## config.mk

```make
export PLATFORM = sky130hd
export DESIGN_NAME = ofm_addr_gen
export DESIGN_NICKNAME = d
export VERILOG_FILES = /design/src/rtl/ofm_pkg.sv /design/src/rtl/ofm_addr_gen.sv
export SDC_FILE = /design/constraint.sdc
export NUM_CORES = 1
export LEC_CHECK = 0
export BUFFER_PORTS_ARGS = -buffer_cell sky130_fd_sc_hd__buf_2
export CAP_MARGIN = 20
export CORE_UTILIZATION = 40
export CTS_BUF_LIST = sky130_fd_sc_hd__clkbuf_8
export CTS_CLUSTER_SIZE = 40
export DETAILED_ROUTE_END_ITERATION = 12
export PLACE_DENSITY_LB_ADDON = 0.2
export SLEW_MARGIN = 30
export SYNTH_ARGS = -nofsm -noshare
export SYNTH_HDL_FRONTEND = slang
export SYNTH_SLANG_ARGS = --single-unit
```

## constraint.sdc

```tcl
create_clock -name clk -period 2.6 [get_ports clk]
set_input_delay 0.39 -clock clk [delete_from_list [all_inputs] [get_ports clk]]
set_output_delay 0.39 -clock clk [all_outputs]
set_load 0.005 [all_outputs]
```

## src/rtl/ofm_pkg.sv

```systemverilog
// Shared definitions for the output-feature-map address generator:
// FSM state encoding and plane/group sizing helpers.
package ofm_pkg;

    typedef enum logic [1:0] {
        ST_IDLE    = 2'd0,
        ST_BURST   = 2'd1,
        ST_ADVANCE = 2'd2,
        ST_DONE    = 2'd3
    } ofm_state_e;

    function automatic int plane(input int w, input int h);
        return w * h;
    endfunction

    function automatic int num_groups(input int out_ch, input int systolic);
        return out_ch / systolic;
    endfunction

endpackage

```

## src/rtl/ofm_addr_gen.sv

```systemverilog
// Channel-major OFM write address generator: one burst of SYSTOLIC_SIZE addresses per write.
// Optional ping-pong output banking is enabled by defining OFM_ADDR_GEN_PINGPONG_EN.
module ofm_addr_gen
    import ofm_pkg::*;
#(
    parameter int SYSTOLIC_SIZE = 16,
    parameter int OFM_W         = 414,
    parameter int OFM_H         = 414,
    parameter int NUM_OUT_CH    = 32,
    parameter int ADDR_WIDTH    = 24
) (
    input  logic                               clk,
    input  logic                               rst,
    input  logic                               write,
    input  logic                               addr_ready,
    output logic [ADDR_WIDTH-1:0]              ofm_addr,
    output logic                               addr_valid,
    output logic [$clog2(SYSTOLIC_SIZE+1)-1:0] tile_len,
    output logic                               layer_done,
    output logic                               overrun
);

    localparam int PLANE      = plane(OFM_W, OFM_H);
    localparam int NUM_GROUPS = num_groups(NUM_OUT_CH, SYSTOLIC_SIZE);
    localparam int TL_W       = $clog2(SYSTOLIC_SIZE + 1);
    localparam int CH_W       = (SYSTOLIC_SIZE > 1) ? $clog2(SYSTOLIC_SIZE) : 1;
    localparam int GRP_W      = (NUM_GROUPS > 1) ? $clog2(NUM_GROUPS) : 1;

    localparam logic [ADDR_WIDTH-1:0] PLANE_A    = ADDR_WIDTH'(PLANE);
    localparam logic [ADDR_WIDTH-1:0] SS_A       = ADDR_WIDTH'(SYSTOLIC_SIZE);
    localparam logic [ADDR_WIDTH-1:0] GRP_STEP_A = ADDR_WIDTH'(SYSTOLIC_SIZE * PLANE);

    ofm_state_e              state_q;
    logic [CH_W-1:0]         ch_q;
    logic [GRP_W-1:0]        group_q;
    logic [ADDR_WIDTH-1:0]   pix_base_q;
    logic [ADDR_WIDTH-1:0]   grp_base_q;
    logic [ADDR_WIDTH-1:0]   ofm_addr_q;
    logic                    addr_valid_q;
    logic [TL_W-1:0]         tile_len_q;
    logic                    layer_done_q;
    logic                    overrun_q;

    logic [ADDR_WIDTH-1:0]   bank_off;
    logic [ADDR_WIDTH-1:0]   rem_d;
    logic [ADDR_WIDTH-1:0]   pix_next_d;
    logic [ADDR_WIDTH-1:0]   start_addr_d;
    logic [TL_W-1:0]         tile_len_d;

`ifdef OFM_ADDR_GEN_PINGPONG_EN
    localparam logic [ADDR_WIDTH-1:0] BANK_A = ADDR_WIDTH'(NUM_OUT_CH * PLANE);
    logic bank_q;

    // Flip banks as the layer completes so the next layer lands in the other half.
    always_ff @(posedge clk) begin
        if (rst) begin
            bank_q <= 1'b0;
        end else if (layer_done_q) begin
            bank_q <= ~bank_q;
        end
    end

    assign bank_off = bank_q ? BANK_A : '0;
`else
    assign bank_off = '0;
`endif

    // group*SYSTOLIC_SIZE*PLANE lives in grp_base_q, so no run-time multiply is needed.
    always_comb begin
        rem_d        = PLANE_A - pix_base_q;
        pix_next_d   = pix_base_q + SS_A;
        start_addr_d = bank_off + grp_base_q + pix_base_q;
        tile_len_d   = (rem_d < SS_A) ? rem_d[TL_W-1:0] : TL_W'(SYSTOLIC_SIZE);
    end

    always_ff @(posedge clk) begin
        if (rst) begin
            state_q      <= ST_IDLE;
            ch_q         <= '0;
            group_q      <= '0;
            pix_base_q   <= '0;
            grp_base_q   <= '0;
            ofm_addr_q   <= '0;
            addr_valid_q <= 1'b0;
            tile_len_q   <= '0;
            layer_done_q <= 1'b0;
            overrun_q    <= 1'b0;
        end else begin
            overrun_q    <= write && (state_q != ST_IDLE);
            layer_done_q <= 1'b0;
            case (state_q)
                ST_IDLE: begin
                    if (write) begin
                        state_q      <= ST_BURST;
                        ch_q         <= '0;
                        ofm_addr_q   <= start_addr_d;
                        tile_len_q   <= tile_len_d;
                        addr_valid_q <= 1'b1;
                    end
                end
                ST_BURST: begin
                    if (addr_valid_q && addr_ready) begin
                        if (ch_q == CH_W'(SYSTOLIC_SIZE - 1)) begin
                            ch_q         <= '0;
                            addr_valid_q <= 1'b0;
                            state_q      <= ST_ADVANCE;
                        end else begin
                            ch_q       <= ch_q + 1'b1;
                            ofm_addr_q <= ofm_addr_q + PLANE_A;
                        end
                    end
                end
                ST_ADVANCE: begin
                    if (pix_next_d >= PLANE_A) begin
                        pix_base_q <= '0;
                        if (group_q == GRP_W'(NUM_GROUPS - 1)) begin
                            group_q      <= '0;
                            grp_base_q   <= '0;
                            layer_done_q <= 1'b1;
                            state_q      <= ST_DONE;
                        end else begin
                            group_q    <= group_q + 1'b1;
                            grp_base_q <= grp_base_q + GRP_STEP_A;
                            state_q    <= ST_IDLE;
                        end
                    end else begin
                        pix_base_q <= pix_next_d;
                        state_q    <= ST_IDLE;
                    end
                end
                ST_DONE: state_q <= ST_IDLE;
                default: state_q <= ST_IDLE;
            endcase
        end
    end

    assign ofm_addr   = ofm_addr_q;
    assign addr_valid = addr_valid_q;
    assign tile_len   = tile_len_q;
    assign layer_done = layer_done_q;
    assign overrun    = overrun_q;

endmodule

```

After elaboration in Yosys (flattened, before gate mapping)
Cells that the tools add are included.

Register bits after elaboration: 87. Bits of input ports: 4. Output and inout bits: 32. Word-level logic and storage cells: 64.

Reductions and logical operators: 12. Equality and inequality tests: 8. $lt $le $gt $ge: 2. Add/sub/neg operators: 7. Mux-type cells: 23. Bitwise gates (word level): 2.

Operators by type and width (number): 2-to-1 mux 24 bit (5); case mux 24 bit (2 select lines) (1); adder 24 x 18 -> 24 bit (second input constant) (1); adder 24 x 22 -> 24 bit (second input constant) (1); adder 24 bit (1); adder 24 x 5 -> 24 bit (second input constant) (1); greater-or-equal comparator 24 x 18 -> 1 bit (second input constant) (1); less-than comparator 24 x 5 -> 1 bit (second input constant) (1); subtractor 18 x 24 -> 24 bit (first input constant) (1); 2-to-1 mux 4 bit (3); 2-to-1 mux 2 bit (5); != test 2 bit (second input constant) (4); case mux 2 bit (4 select lines) (1); case mux 4 bit (2 select lines) (1); AND reduction 4 bit (2); AND reduction 3 bit (2); 2-to-1 mux 1 bit (5); 2-to-1 mux 5 bit (1); adder 4 x 1 -> 4 bit (second input constant) (1); equality test 2 bit (second input constant) (2); equality test 4 bit (second input constant) (1); AND reduction 2 bit (2); nonzero test 2 bit (2); OR reduction 3 bit (1); 6 further kinds (8).

Logic depth before layout (Yosys ltp)
Gate-level depths: netlist of the first run.

Depth in word-level cells: 4. Depth in mapped cells: 11. Depth with buffers taken out: 10.

Least setup slack after synthesis of the first run
OpenSTA, ideal clock, no wires.

Kind: flip-flop to flip-flop. From: register pix_base_q[7]. To: register ofm_addr_q[19] (netlist: ofm_addr[19]). Stages on the path, launching flop included: 9. Data arrival time: 2.467 ns. Data required time: 2.485 ns. Path buffers: 0. Slack: 0.019 ns. Library setup time: 0.115 ns. Cells stage by stage: dfxtp_1 > ha_1 > a211oi_1 > o22ai_1 > a311o_1 > a311o_1 > a21oi_1 > xor2_1 > a2111oi_0.

Cells in the longest elaborated chain, start to end: 3.

Ends and longest elaborated chain: start, declared (line ofm_addr_gen.sv:36) `logic [ADDR_WIDTH-1:0] pix_base_q;`; start signal, assigned (line ofm_addr_gen.sv:127) `pix_base_q <= pix_next_d;`; adder 24 bit (line ofm_addr_gen.sv:72) `start_addr_d = bank_off + grp_base_q + pix_base_q;`; 2-to-1 mux 24 bit (line ofm_addr_gen.sv:93) `if (write) begin`; case mux 24 bit (2 select lines) (line ofm_addr_gen.sv:91) `case (state_q)`; end signal, assigned (line ofm_addr_gen.sv:96) `ofm_addr_q <= start_addr_d;`; end signal, assigned (line ofm_addr_gen.sv:109) `ofm_addr_q <= ofm_addr_q + PLANE_A;`; end, declared (line ofm_addr_gen.sv:38) `logic [ADDR_WIDTH-1:0] ofm_addr_q;`.

No other way between the ends. The select of a mux whose other input is x is not followed. A chain may end at the register's enable or synchronous reset.

Worst setup path after layout of the first run
From: register pix_base_q[5]. To: register grp_base_q[6].

Cells in the longest elaborated chain, start to end: 3.

Ends and longest elaborated chain: adder 24 x 5 -> 24 bit (line ofm_addr_gen.sv:71) `pix_next_d = pix_base_q + SS_A;`; greater-or-equal comparator 24 x 18 -> 1 bit (line ofm_addr_gen.sv:114) `if (pix_next_d >= PLANE_A) begin`; AND reduction 2 bit (no source line); end signal, assigned (line ofm_addr_gen.sv:123) `grp_base_q <= grp_base_q + GRP_STEP_A;`; end, declared (line ofm_addr_gen.sv:37) `logic [ADDR_WIDTH-1:0] grp_base_q;`.

No other way between the ends.

==> results of run 1 <==
## layer usage
layer  track usage (%)  vias up  wire length, um
met5                 0        -                0
met4              10.9        0              515
met1              31.0     2742             7800
met3              4.02       40              799
met2              37.2      176             7620
li1                  -     2824                -
## worst paths after layout
path | to | slack [ps] | cells after the start
setup / recovery | grp_base_q[6] | -20 | 11
hold / removal | overrun | 300 | 2
setup reg to reg | grp_base_q[6] | -20 | 11
hold reg to reg | ofm_addr[1] | 460 | 1
## registers in the layout, summed over array words and instances, names as in the netlist
signal and count:
addr_valid 1, pix_base_q 20, ch_q 4, group_q 1, ofm_addr 24, layer_done 1
state_q 2, overrun 1, grp_base_q 18, tile_len 3
## cell families (layout without fill, tap and decap cells)
family / count (synthesis) / after routing / synth area share, %
xor+xnor: 22 / 22 / 3.49
other cells: 1 / 3 / 0.0680
buf+inv: 60 / 161 / 6.62
fa+ha+maj: 24 / 24 / 5.44
mux: 4 / 4 / 0.748
simple gates: 277 / 277 / 27.1
compound gates: 243 / 243 / 29.3
flops: 75 / 75 / 27.2
## layout make-up
class                      instances  area [um2]  share of cell area, %
multi-input combinational        573        3850                   56.2
sequential                        75        1530                   22.4
timing repair buffer             135        1010                   14.8
tap                              176         220                   3.22
clock buffer                      10         138                   2.01
clock inverter                     5        55.1                  0.804
inverter                          11        41.3                  0.603
## placed cells by master, fill, tap and decap left out, types with 7 or more instances in the layout
cell type / Yosys / final
a21o_1: 7 / 7
a21oi_1: 69 / 65
a31oi_1: 13 / 13
and3_1: 15 / 15
buf_2: 1 / 33
buf_4: 5 / 89
buf_6: 10 / 10
clkbuf_8: 1 / 10
dfxtp_1: 75 / 59
dfxtp_2: 0 / 11
ha_1: 24 / 15
inv_1: 10 / 9
nand2_1: 61 / 61
nand2b_1: 8 / 8
nand3_1: 23 / 22
nor2_1: 64 / 63
nor3_1: 22 / 19
nor4_1: 14 / 14
o211ai_1: 13 / 13
o21ai_0: 52 / 49
o21ai_1: 10 / 12
o21bai_1: 8 / 8
xnor2_1: 13 / 13
xor2_1: 9 / 9
## power breakdown
part / switching, W / internal [W] / total [W]
Combinational: 0.000214 / 0.000130 / 0.000344
Sequential: 0.0000468 / 0.00117 / 0.00122
Clock: 0.000477 / 0.000461 / 0.000938
Total: 0.000737 / 0.00177 / 0.00250
## worst max-delay path: stages, from the launching register on
cell       delay [ps]
dfxtp_4           370
buf_6             110
nand4_4           140
buf_6             160
nor3_4            260
nand2_2           120
o41ai_2           380
a21oi_2           120
o31ai_4           370
clkbuf_16         230
nor3_2             40
a31o_1            210
## repair_timing
item | in CTS | in global routing
pin swaps | 5 | 32
gates resized for setup | 16 | 55
gates cloned | 0 | 1
buffers inserted | 4 | 10
endpoints found under the setup margin | 19 | 29
## through the flow
stage,worst slack [ps],hold slack [ps],instances,utilization [%]
detailed placement,-124,442,955,46.9
global placement,-43.5,436,955,46.9
finish,-20.1,297,985,51.3
CTS,1.25,278,974,48.9
floorplan,18.9,453,708,-
global route,-167,290,985,51.3
==> impl_results.md, run 1 <==
* Die area at 14,300 um2
* PwrDens at 365 nW/um2
* First-pass GRT wire length at 26,400 um
* Worst r2r src: pix_base_q[5]
* Overall Power at 0.00250 W
* # diodes at 0
* Total Routed Length at 16,700 um
* Rows at 42
* CP Class: flip-flop to flip-flop
* Seq/Total Area, Yosys at 27.2%
* Pleak at 2.85 nW
* Maximum vdd drop at 173 uV
* Yosys reg bits at 75
* Final Cycle Share at 101%
* Worst-path maximum fanout at 8
* Min Tclk post-route at 2620 ps
* Wire length per cell at 17.0 um
* Status: complete, but fails checks
* Fraction of layout cells with a size suffix above 1 at 28.2%
* Crit path launch type: flip-flop
* Placed inst area at 6260 um2
* Vias/cell at 5.87
* Top-count cell post-synth: dfxtp_1
* CORE AREA at 13,300 um2
* Synth cell types at 92
* Final instance area at 6850 um2
* Post-synth top flop: dfxtp_1
* Final HPWL DP at 11,800 um
* Total negative slack at -32.4 ps
* Cells after synthesis at 706
* Via Count at 5,782
* # DRC at 0
* Synth warn at 0
* CP arrival at 2890 ps
* Die height at 119 um
* Number of global-route vias before repair at 5,259
* Failing checks: negative setup slack
* Worst setup margin at -20.1 ps
* Post-synth top cells: dfxtp_1, a21oi_1, nor2_1
* Final Max Slew Viols at 0
* Final Setup Violations at 2
* CTS tree: done
* Fin nets at 833
* Post-Syn Area at 5520 um2
* Clock Path Buffers at 2
* Port bufs at 33
* CTS sink cnt at 75
* Worst rel slew slack at 50.3%
* GR Overflow Total at 0
* Max frequency at 0.382 GHz
* Number of flops mapped to enable cells by yosys at 0
* Crit path from: pix_base_q[5]
* Placer Congestion at 0.917
* Unrepaired setup endpoints after global routing: true
* Drt pass-1 iters at 6
* Ys async rst share at 0%
* Clock-pin slew on the worst setup and hold paths at 80 ps
* Boundary Pins at 36
* Starting density of the core at 41.3%
* CTS Buf Count at 9
* Clk_lat worst skew at 380 ps
* Slew @ Worst Pin at 745 ps
* Largest cells by area after synthesis: dfxtp_1, a21oi_1, ha_1
* Layout area overhead at 24.1%
* Die span in x at 119 um
* Antenna-violating nets left at 0
* Yosys top cell area share at 27.2%
* Initial antenna violation count at 0
* # fillers at 1,303
* WP data required at 2870 ps
* Syn avg cell area at 7.81 um2
* GRT Total Usage at 23.5%
* Iter 0 DRT Violations at 550
* Worst Skew at 14.6 ps
* Min-delay src: write
* Max-cap violations at 0
* Largest net degree at the start of global routing at 62
* Crit path capture type: flip-flop
* HP Class: input port to flip-flop
* Hold buffers post-CTS at 0
* Root Buffer: clkbuf_8
* Final Hold Viols at 0
* Leading area contributor after synthesis: dfxtp_1
* H-tree lvl count at 3
(Power assumes the default switching activity.)
==> run 2, diff against run 1 <==
--- a/config.mk
+++ b/config.mk
@@ -7,7 +7,8 @@
 export LEC_CHECK = 0
 export BUFFER_PORTS_ARGS = -buffer_cell sky130_fd_sc_hd__buf_2
 export CAP_MARGIN = 20
-export CORE_UTILIZATION = 40
+export CORE_ASPECT_RATIO = 0.9
+export CORE_UTILIZATION = 57
 export CTS_BUF_LIST = sky130_fd_sc_hd__clkbuf_8
 export CTS_CLUSTER_SIZE = 40
 export DETAILED_ROUTE_END_ITERATION = 12
==> impl_results.md, run 2 (synthesis gave the netlist of run 1 again) <==
* Status: complete, no violations
* Min-delay src: write
* Iter 0 DRT Violations at 670
* # fillers at 740
* First-pass GRT wire length at 25,400 um
* Largest register FFs at 24
* Worst rel slew slack at 39.1%
* Die span in x at 106 um
* Max frequency at 0.394 GHz
* H-tree lvl count at 3
* Die area at 10,100 um2
* Min Tclk post-route at 2540 ps
* Slew @ Worst Pin at 914 ps
* Root Buffer: clkbuf_8
* Crit path max-delay cell type: or3b_4
* Die height at 95.3 um
* Fraction of layout cells with a size suffix above 1 at 26.7%
* Hold buffers post-CTS at 0
* Crit path launch type: flip-flop
* Maximum vdd drop at 500 uV
* Number of global-route vias before repair at 5,258
* Worst hold path endpoint: overrun
* Layout area overhead at 20.0%
* Final HPWL DP at 11,200 um
* Worst r2r src: pix_base_q[4]
* Largest net degree at the start of global routing at 62
* Via Count at 5,920
* Boundary Pins at 36
* P_sw at 0.000795 W
* WP data required at 2910 ps
* Vias/cell at 6.51
* Register area at 1540 um2
* Worst r2r path cells at 11
* Clock-pin slew on the worst setup and hold paths at 90 ps
* Placed inst area at 6070 um2
* Crit path cell chain: ha_4 -> buf_4 -> nor2b_4 -> o211ai_1 -> a21oi_2 -> o221ai_2 -> a211oi_4 -> o31ai_4 -> buf_12 -> or3b_4 -> a21oi_4
* Final Setup Violations at 0
* CORE AREA at 9250 um2
* Total Routed Length at 16,200 um
* Clock Path Buffers at 2
* Port bufs at 33
* Overall Power at 0.00247 W
* CTS tree: done
* GRT Total Usage at 31.5%
* Reg-to-Reg End: grp_base_q[9]
* Total negative slack at 0 ps
* Seq pwr share at 49.5%
* CTS sink cnt at 75
* Initial antenna violation count at 0
* Clk_lat worst skew at 370 ps
* Fin nets at 810
* Unrepaired setup endpoints after global routing: true
* Final instance area at 6620 um2
* Switch share at 32.2%
* # diodes at 0
* CP arrival at 2840 ps
* Top delay family on crit path: compound AO/OA/AOI/OAI gates
* Worst Path Buf+Inv at 2
* Final Core Density at 71.6%
* Cell depth of the worst hold path at 2
* Max-cap violations at 0
* Wire length per cell at 17.9 um
* Starting density of the core at 59.6%
* HP Class: input port to flip-flop
* Final Max Slew Viols at 0
* Slowest cell delay on critical path at 390 ps
* Commonest cells after routing, fill and taps aside: buf_4, a21oi_1, nor2_1
* PwrDens at 373 nW/um2
* Worst Skew at 11.1 ps
* CP Class: flip-flop to flip-flop
* Int Pwr at 0.00167 W
* R2R setup slack at 60 ps
* GR Overflow Total at 0
* Comb power frac at 13.6%
* Most common cell after layout, fill and taps aside: buf_4
* Clock group share of total power at 36.9%
* Crit path capture type: flip-flop
* Final Hold Viols at 0
* Placer Congestion at 0.954
* Pleak at 2.72 nW
* Antenna-violating nets left at 0
* Multi-input logic area at 3890 um2
* Final Cycle Share at 97.6%
* # DRC at 0
* Drt pass-1 iters at 6
* Rows at 33
* CTS Buf Count at 9
* Worst-path maximum fanout at 16
[run 2: cell count changes in the layout (fill, tap and decap cells not counted), moves of 2 or more]
cell	previous run	this run
buf_4	89	72
buf_6	10	3
dfxtp_1	59	55
dfxtp_2	11	15
ha_1	15	13
ha_2	3	5
inv_6	0	3
inv_8	0	2
nor3_1	19	21
nor3_2	4	2
o21ai_0	49	51
[run 2: layer usage]
| metal | global-route usage (%) | wire length [um] | up-vias |
|---|---|---|---|
| met3 | 5.19 | 978 | 42 |
| li1 | - | - | 2780 |
| met5 | 0 | 0 | - |
| met1 | 40.8 | 7200 | 2869 |
| met4 | 12.4 | 405 | 0 |
| met2 | 52.8 | 7660 | 229 |
[run 2: power by group through the flow]
stage	clock [W]	sequential, W	combinational, W
detailed placement	0	0.00125	0.000312
global placement	0	0.00124	0.000304
CTS	0.000919	0.00122	0.000316
global route	0.000960	0.00123	0.000365
finish	0.000910	0.00122	0.000337
floorplan	0	0.00124	0.000213
[run 2: final cells by class]
class	count	area share [%]
Clock buffer	9	1.87
Clock inverter	7	0.982
Inverter	11	0.623
Multi-Input combinational cell	573	58.7
Sequential cell	75	23.2
Tap cell	122	2.30
Timing Repair Buffer	112	12.3
[run 2: how the worst max path moves through the flow]
| stage | slack (ps) | start | end | cells past startpoint |
|---|---|---|---|---|
| finish | 60 | pix_base_q[4] | grp_base_q[9] | 11 |
| global route | -70 | grp_base_q[17] | ofm_addr[23] | 9 |
| CTS | -7 | pix_base_q[7] | grp_base_q[9] | 10 |
| detailed placement | -70 | grp_base_q[7] | ofm_addr[19] | 8 |
| global placement | 20 | pix_base_q[5] | tile_len[4] | 10 |
| floorplan | 20 | pix_base_q[7] | ofm_addr[19] | 8 |
[run 2: worst register-to-register path, cell delays in order (launching register included)]
cell and delay [ps]:
dfxtp_4 370, ha_4 170, buf_4 150, nor2b_4 110, o211ai_1 150, a21oi_2 200, o221ai_2 170, a211oi_4 380
o31ai_4 100, buf_12 160, or3b_4 390, a21oi_4 140
[run 2: through the flow]
| step | instances | hold WS [ps] | setup WS [ps] |
|---|---|---|---|
| final | 909 | 299 | 63.7 |
| after floorplan | 708 | 453 | 18.9 |
| after global placement | 883 | 438 | 23.7 |
| after CTS | 899 | 286 | -6.97 |
| after detailed placement | 883 | 444 | -67.9 |
| after global routing | 909 | 295 | -72.9 |
[run 2: repair_timing]
item | in CTS | in global routing
setup endpoints to repair | 18 | 30
resized for setup | 14 | 58
setup buffers | 0 | 10
gates cloned | 0 | 0
pin swaps | 3 | 23
hold endpoints to repair | 0 | 0
==> run 3, diff against run 2 <==
--- a/config.mk
+++ b/config.mk
@@ -8,7 +8,7 @@
 export BUFFER_PORTS_ARGS = -buffer_cell sky130_fd_sc_hd__buf_2
 export CAP_MARGIN = 20
 export CORE_ASPECT_RATIO = 0.9
-export CORE_UTILIZATION = 57
+export CORE_UTILIZATION = 61
 export CTS_BUF_LIST = sky130_fd_sc_hd__clkbuf_8
 export CTS_CLUSTER_SIZE = 40
 export DETAILED_ROUTE_END_ITERATION = 12
==> constraint.sdc (replaced) <==
create_clock -name clk -period 3.15 [get_ports clk]
set_input_delay 0.4725 -clock clk [delete_from_list [all_inputs] [get_ports clk]]
set_output_delay 0.4725 -clock clk [all_outputs]
set_load 0.005 [all_outputs]
==> impl_results.md, run 3 (synthesis gave the netlist of run 1 again) <==
* Status: complete, no violations
* Fin nets at 749
* GR Overflow Total at 0
* Final hold slack at 392 ps
* Met2 wire len at 6550 um
* Clk_lat worst skew at 360 ps
* Antenna-violating nets left at 0
* Drt pass-1 iters at 5
* Largest net degree at the start of global routing at 62
* Number of global-route vias before repair at 5,073
* Final Setup Violations at 0
* # diodes at 0
* First-pass GRT wire length at 23,900 um
* HP Class: input port to flip-flop
* Commonest cells after routing, fill and taps aside: dfxtp_1, a21oi_1, nor2_1
* Worst Skew at 8.08 ps
* Die span in x at 102 um
* Worst Path Buf+Inv at 1
* Post-CTS Setup Repair Bufs at 0
* Top delay family on crit path: simple AND/OR/NAND/NOR gates
* Final HPWL DP at 10,100 um
* Via Count at 5,525
* R2R setup slack at 200 ps
* Wire length per cell at 16.8 um
* Iter 0 DRT Violations at 557
* Clock-pin slew on the worst setup and hold paths at 80 ps
* Vias/cell at 6.54
* Die height at 92.2 um
* Hold buffers post-CTS at 0
* Routed met3 length at 887 um
* Clock Path Buffers at 2
* Largest register FFs at 24
* PwrDens at 347 nW/um2
* Pleak at 2.34 nW
* Crit path launch type: flip-flop
* WL met1 at 6420 um
* Most common cell after layout, fill and taps aside: dfxtp_1
* Total Routed Length at 14,200 um
* Worst-path maximum fanout at 17
* Max-cap violations at 0
* Maximum vdd drop at 310 uV
* GRT Total Usage at 31.9%
* Fraction of layout cells with a size suffix above 1 at 14.0%
* Crit path cell chain: nand3_2 -> nor3_2 -> nor3_1 -> a31o_2 -> a211oi_4 -> o31ai_4 -> buf_4 -> or3_1 -> a21oi_1
* Critical path depth at 9
* Final Max Slew Viols at 0
* CORE AREA at 8690 um2
* H-tree lvl count at 3
* CP arrival at 3240 ps
* Min Tclk post-route at 2950 ps
* Starting density of the core at 63.5%
* Crit path max-delay cell type: dfxtp_1
* CTS Buf Count at 9
* CTS sink cnt at 75
* Placer Congestion at 0.911
* Unrepaired setup endpoints after global routing: false
* Final Hold Viols at 0
* DR top layer: met4
* Rows at 32
* Slew @ Worst Pin at 888 ps
* Crit path capture type: flip-flop
* Overall Power at 0.00203 W
* # DRC at 0
* Worst r2r path cells at 9
* CTS tree: done
* Layout area overhead at 6.17%
* Worst rel slew slack at 40.8%
* WP data required at 3440 ps
* Die area at 9430 um2
* Slowest cell delay on critical path at 560 ps
* Root Buffer: clkbuf_8
* Total negative slack at 0 ps
* Initial antenna violation count at 0
* Final Cycle Share at 93.6%
* Port bufs at 33
* Cell depth of the worst hold path at 2
* CP Class: flip-flop to flip-flop
* Boundary Pins at 36
* Max frequency at 0.339 GHz
[run 3: path summary, 6_finish.rpt]
path                                startpoint             end
worst max-delay path            pix_base_q[10]  grp_base_q[10]
worst min-delay path                     write         overrun
worst max register to register  pix_base_q[10]  grp_base_q[10]
worst min register to register     tile_len[2]     tile_len[2]
[run 3: stage by stage]
| step | util [%] | setup slack [ps] | instances | cell area (um2) |
|---|---|---|---|---|
| 6_report | 67.4 | 201 | 845 | 5860 |
| 5_1_grt | 67.4 | 30.9 | 845 | 5860 |
| 4_1_cts | 67.3 | 247 | 845 | 5850 |
| 3_5_place_dp | 65.0 | 296 | 829 | 5650 |
| 3_3_place_gp | 65.0 | 396 | 829 | 5650 |
| 2_1_floorplan | - | 569 | 708 | 5520 |
[run 3: layout make-up]
class | instances | area, um2
tap | 119 | 149
clock buffer | 10 | 138
inverter | 11 | 41.3
fill | 743 | 2830
timing repair buffer | 51 | 300
clock inverter | 6 | 63.8
sequential | 75 | 1500
multi-input combinational | 573 | 3660
[run 3: per-layer routing]
layer,vias up,track usage [%]
met5,-,0
met3,36,4.65
li1,2660,-
met1,2607,43.5
met4,0,12.7
met2,222,50.1
[run 3: power by group]
part	leakage (nW)	internal, W	switching (W)
clock	0.0987	0.000387	0.000391
sequential	0.607	0.000972	0.0000371
combinational	1.63	0.0000869	0.000158
[run 3: what timing repair did]
item | in CTS | in global routing
hold endpoints to repair | 0 | 0
gates resized for setup | 0 | 2
endpoints found under the setup margin | 0 | 1
